--- config.mk ---
export PLATFORM = sky130hd
export DESIGN_NAME = adc_xbar_shadow
export DESIGN_NICKNAME = d
export VERILOG_FILES = /design/src/rtl/adc_xbar_shadow.sv
export SDC_FILE = /design/constraint.sdc
export NUM_CORES = 1
export LEC_CHECK = 0
export ABC_AREA = 1
export CAP_MARGIN = 10
export CORE_UTILIZATION = 45
export DETAILED_ROUTE_END_ITERATION = 12
export PLACE_DENSITY = 0.64
export SLEW_MARGIN = 15
export SYNTH_ARGS = -nofsm -noshare
export SYNTH_HDL_FRONTEND = slang
export SYNTH_SLANG_ARGS = --single-unit
--- constraint.sdc ---
create_clock -name clk -period 3.4 [get_ports clk]
set_input_delay 0.68 -clock clk [delete_from_list [all_inputs] [get_ports clk]]
set_output_delay 0.68 -clock clk [all_outputs]
set_load 0.02 [all_outputs]
--- src/rtl/adc_xbar_shadow.sv ---
// Shadowed ADC sample crossbar: per-output {sel, mode} routing with a commit
// that swaps shadow into active only on a sample boundary.
module adc_xbar_shadow #(
  parameter int WIDTH     = 8,
  parameter int IN_PORTS  = 4,
  parameter int OUT_PORTS = 4,
  parameter int OUT_FF    = 1
) (
  input  logic                           clk,
  input  logic                           resetn,
  input  logic                           cfg_wr,
  input  logic [7:0]                     cfg_addr,
  input  logic [7:0]                     cfg_sel,
  input  logic [1:0]                     cfg_mode,
  input  logic                           commit,
  output logic                           cfg_err,
  output logic                           commit_pend,
  output logic                           commit_done,
  output logic [7:0]                     commit_cnt,
  input  logic                           in_valid,
  input  logic [IN_PORTS*WIDTH-1:0]      in_data,
  output logic                           out_valid,
  output logic [OUT_PORTS*WIDTH-1:0]     out_data
);

  localparam int SW = (IN_PORTS > 1) ? $clog2(IN_PORTS) : 1;
  localparam logic [WIDTH-1:0] MIN_VAL = {1'b1, {(WIDTH-1){1'b0}}};
  localparam logic [WIDTH-1:0] MAX_VAL = {1'b0, {(WIDTH-1){1'b1}}};

  typedef enum logic {IDLE = 1'b0, PEND = 1'b1} state_t;

  state_t                     state;
  logic [SW-1:0]              sh_sel   [OUT_PORTS];
  logic [1:0]                 sh_mode  [OUT_PORTS];
  logic [SW-1:0]              act_sel  [OUT_PORTS];
  logic [1:0]                 act_mode [OUT_PORTS];
  logic [SW-1:0]              nx_sel   [OUT_PORTS];
  logic [1:0]                 nx_mode  [OUT_PORTS];
  logic [SW-1:0]              eff_sel  [OUT_PORTS];
  logic [1:0]                 eff_mode [OUT_PORTS];
  logic                       wr_ok;
  logic                       apply;
  logic                       v1;
  logic [OUT_PORTS*WIDTH-1:0] s1;
  logic [OUT_PORTS*WIDTH-1:0] s1_nxt;
  logic [WIDTH-1:0]           src;

  assign wr_ok = cfg_wr && (32'(cfg_addr) < OUT_PORTS) && (32'(cfg_sel) < IN_PORTS);
  assign apply = (state == PEND) && in_valid;
  assign commit_pend = (state == PEND);

  // The applying sample already uses the new table, including a same-cycle write,
  // so every sample sees either the full old table or the full new one.
  always_comb begin
    for (int o = 0; o < OUT_PORTS; o++) begin
      nx_sel[o]  = sh_sel[o];
      nx_mode[o] = sh_mode[o];
      if (wr_ok && (32'(cfg_addr) == o)) begin
        nx_sel[o]  = cfg_sel[SW-1:0];
        nx_mode[o] = cfg_mode;
      end
      eff_sel[o]  = apply ? nx_sel[o]  : act_sel[o];
      eff_mode[o] = apply ? nx_mode[o] : act_mode[o];
    end
  end

  always_comb begin
    s1_nxt = s1;
    src    = '0;
    for (int o = 0; o < OUT_PORTS; o++) begin
      src = in_data[32'(eff_sel[o])*WIDTH +: WIDTH];
      case (eff_mode[o])
        2'd0:    s1_nxt[o*WIDTH +: WIDTH] = src;
        2'd1:    s1_nxt[o*WIDTH +: WIDTH] = (src == MIN_VAL) ? MAX_VAL : (~src + 1'b1);
        2'd2:    s1_nxt[o*WIDTH +: WIDTH] = '0;
        default: s1_nxt[o*WIDTH +: WIDTH] = s1[o*WIDTH +: WIDTH];
      endcase
    end
  end

  always_ff @(posedge clk or negedge resetn) begin
    if (!resetn) begin
      state       <= IDLE;
      cfg_err     <= 1'b0;
      commit_done <= 1'b0;
      commit_cnt  <= 8'd0;
      v1          <= 1'b0;
      s1          <= '0;
      for (int i = 0; i < OUT_PORTS; i++) begin
        sh_sel[i]   <= SW'(i % IN_PORTS);
        sh_mode[i]  <= 2'd0;
        act_sel[i]  <= SW'(i % IN_PORTS);
        act_mode[i] <= 2'd0;
      end
    end else begin
      commit_done <= apply;
      cfg_err     <= cfg_err | (cfg_wr & ~wr_ok);
      for (int i = 0; i < OUT_PORTS; i++) begin
        sh_sel[i]  <= nx_sel[i];
        sh_mode[i] <= nx_mode[i];
      end
      case (state)
        IDLE: if (commit) state <= PEND;
        PEND: if (in_valid) begin
          for (int i = 0; i < OUT_PORTS; i++) begin
            act_sel[i]  <= nx_sel[i];
            act_mode[i] <= nx_mode[i];
          end
          commit_cnt <= commit_cnt + 8'd1;
          state      <= IDLE;
        end
        default: state <= IDLE;
      endcase
      v1 <= in_valid;
      if (in_valid) s1 <= s1_nxt;
    end
  end

  if (OUT_FF != 0) begin : g_two_stage
    logic                       v2;
    logic [OUT_PORTS*WIDTH-1:0] s2;
    always_ff @(posedge clk or negedge resetn) begin
      if (!resetn) begin
        v2 <= 1'b0;
        s2 <= '0;
      end else begin
        v2 <= v1;
        if (v1) s2 <= s1;
      end
    end
    assign out_valid = v2;
    assign out_data  = s2;
  end else begin : g_one_stage
    assign out_valid = v1;
    assign out_data  = s1;
  end

endmodule

==> reports/qor.yml <==
clocking:
  post_cts_resized: 0
  htreeDepth: 3
  clock_path_buffers: 2
  clkTransAtPathRegs_ns: 0.07
  post_cts_buffers: 0
  cts-root-buf: "clkbuf_16"
  cts_tree: "done"
  clock-sinks: 109
  clkLatencyLatePin_ns: 0.36
  cts-hold-fix-buffers: 0
  cts_made_buffers: 9
grt:
  grt_max_degree: 60
  grt_pass1_vias: 6191
  track_usage_pct: 23.8
  grt_pass1_wl_um: 30900
  grt_overflow_total: 0
  antenna_found_initial: 0
floorplanning:
  dieArea_um2: 16600
  die_w_um: 129
  ios: 99
  core_area_um2: 15800
  initial_core_util_pct: 45.8
  rows: 46
  die_h_um: 129
synth:
  synth_xor_area_share_pct: 0.967
  netlist_area_um2: 7250
  ys_seq_area_share_pct: 37.8
  synth_compound_area_share_pct: 7.60
  synth_top_family_by_area: "simple AND/OR/NAND/NOR gates"
  synth-edff-count: 0
  netlist.area_leader.share_pct: 34.9
  yosys.area_share.adder_pct: 1.55
  synth_common_cells: "nand2_1, nand3_1, dfrtp_1"
  synth_area_leaders: "dfrtp_1, nand2_1, nand3_1"
  ys_ff_latch: 109
  synth_top_cell_by_area: "dfrtp_1"
  synth_top_flop_cell: "dfrtp_1"
  synth_fp_nets: 1048
  yosysMostFrequentCell: "nand2_1"
  yosysWarningCount: 0
  syn-instance-count: 984
  yosys-mux-area-fraction_pct: 4.66
  synth_area_per_cell_um2: 7.36
  yosys.cell_types.count: 39
  synthSimpleGateAreaFrac_pct: 39.6
  ys_async_sr_fraction_pct: 100
worst_setup_path:
  cp_data_required_time_ns: 3.64
  rr_worst_depth: 15
  r2r-end: "s1[25]"
  startpoint_type: "input port"
  path_common_cell: "o21ai_0"
  reg2reg_slack_ns: 0.93
  cp.arrival_ns: 3.25
  critPathCaptureType: "flip-flop"
  crit_fanout: 14
  r2r-start: "commit_pend"
  slowest_delay_ns: 0.43
  path_cells: "clkdlybuf4s50_1 -> nor2_2 -> inv_1 -> nor2_8 -> nand4_1 -> nand2_1 -> o21ai_0 -> or2_2 -> o21ai_0 -> inv_1 -> ha_1 -> nor2_1 -> buf_4 -> o21ai_0 -> a21oi_1 -> nor2_1"
  slowest_stage: "clkdlybuf4s50_1"
  path_class: "input port to flip-flop"
power:
  power.leakage_nw: 4.32
  ir_drop_v: 0.000274
  powerDensity_nw_per_um2: 486
placement:
  dpl_cell_area_um2: 8540
  post-place-ws_ns: 0.0204
  place_inst: 1297
  port-buffer-count: 98
  hpwl_um: 14500
  gp_congestion: 0.979
route:
  finalWirelength_um: 18500
  first_pass_iters: 5
  vias: 6669
  wire_per_inst_um: 14.1
  ant_nets: 0
  drc: 0
  drt_iter0_drc: 345
  viasPerCell: 5.08
timing:
  max_freq_mhz: 332
  drv_slew: 0
  relSlewSlack_pct: 58.1
  setup_violations: 0
  finalCritPeriodShare_pct: 88.5
  fin_skew_ns: 0.00732
  period_needed_ns: 3.01
  setup_ws_ns: 0.391
  tns_ns: 0
  rsz0062_at_grt: "false"
  hold_viol_final: 0
  worst-slew-pin-transition_ns: 0.628
layout:
  num-fill-cells: 1559
  antenna_cells: 0
  drive_gt1_share_pct: 16.7
  syn_to_final_growth_pct: 21.8
  final_cell_area_um2: 8830
  layout.cells.non_filler: 1313
  nets: 1156
run:
  max-cap-violations: 0
status:
  status: "finished clean"
min_path:
  hold_class: "input port to async pin"
critical path, delay by kind of cell:
family | cells | cell delay, ns
AND/OR/NAND/NOR | 7 | 0.99
AO/OA/AOI/OAI | 4 | 0.53
adder cells (fa/ha/maj) | 1 | 0.19
buffers and inverters | 4 | 0.85
stage by stage:
stage	total power, mW	util, %	hold WS, ns
final	4.29	55.8	0.326
after global routing	4.58	55.8	0.389
after CTS	4.34	55.8	0.354
after detailed placement	3.30	54.0	0.463
after global placement	3.29	54.0	0.458
after floorplan	2.69	-	0.352
how the worst max path moves through the flow:
stage	startpoint	to	slack [ns]	depth (start not counted)
floorplan	in_valid	s1[2]	0.51	14
global placement	cfg_addr[2]	s1[31]	0.1	15
detailed placement	cfg_addr[2]	s1[31]	0.02	15
CTS	cfg_addr[2]	s1[31]	0.39	15
global route	cfg_addr[0]	s1[15]	0.18	16
finish	cfg_addr[2]	s1[25]	0.39	16
placed cells by master (no fill, tap or decap), types with 4 or more instances in the layout:
master,netlist,routed
a21oi_2,7,7
or2_2,9,9
nor2_1,77,77
dfstp_2,8,8
nand3_2,10,10
nor2_2,10,10
o21bai_1,5,5
nand4_1,6,6
clkdlybuf4s50_1,0,97
clkbuf_16,0,9
nor2_4,7,7
mux2_2,30,30
o21ai_1,10,10
a21oi_1,26,26
buf_12,0,4
xor2_1,6,6
inv_2,5,5
nand2_1,299,299
ha_1,9,9
buf_4,3,26
inv_1,86,86
nand2_2,39,39
o21ai_0,41,41
nand3_1,136,136
dfrtp_1,101,101
where the power goes:
| part | switching [mW] | internal (mW) | total [mW] |
|---|---|---|---|
| clock network | 0.476 | 0.540 | 1.02 |
| registers | 0.126 | 1.52 | 1.65 |
| logic | 0.938 | 0.690 | 1.63 |
| total | 1.54 | 2.75 | 4.29 |
per-layer routing:
layer  up-vias  share of wire, %  track usage, %
met5         -                 0               0
met4         0               2.5            8.72
met3        27               4.2            2.74
met2       190                45            38.6
met1      3064                48            32.7
li1       3388                 -               -
flip-flops by register name (all words and copies together), names as in the netlist, 8 cells and up:
| name | cells |
|---|---|
| out_data | 32 |
| s1 | 32 |
| act_mode | 8 |
| act_sel | 8 |
| commit_cnt | 8 |
| sh_mode | 8 |
| sh_sel | 8 |
cell type report:
class	instances	area [um2]	share of cell area [%]
multi-input combinational	753	3940	44.6
tap	216	270	3.06
sequential	109	2740	31.0
clock buffer	12	256	2.91
clock inverter	4	30.0	0.340
inverter	92	345	3.91
timing repair buffer	127	1250	14.1
kinds of logic after synthesis:
group,count (synthesis)
xor gates and xnor gates,8
DFF,109
and+or+nand+nor,610
AOI/OAI and AO/OA,96
buffers and inverters,122
muxes,30
adders and majority gates,9
No activity file was read; power rests on OpenSTA's default activity.
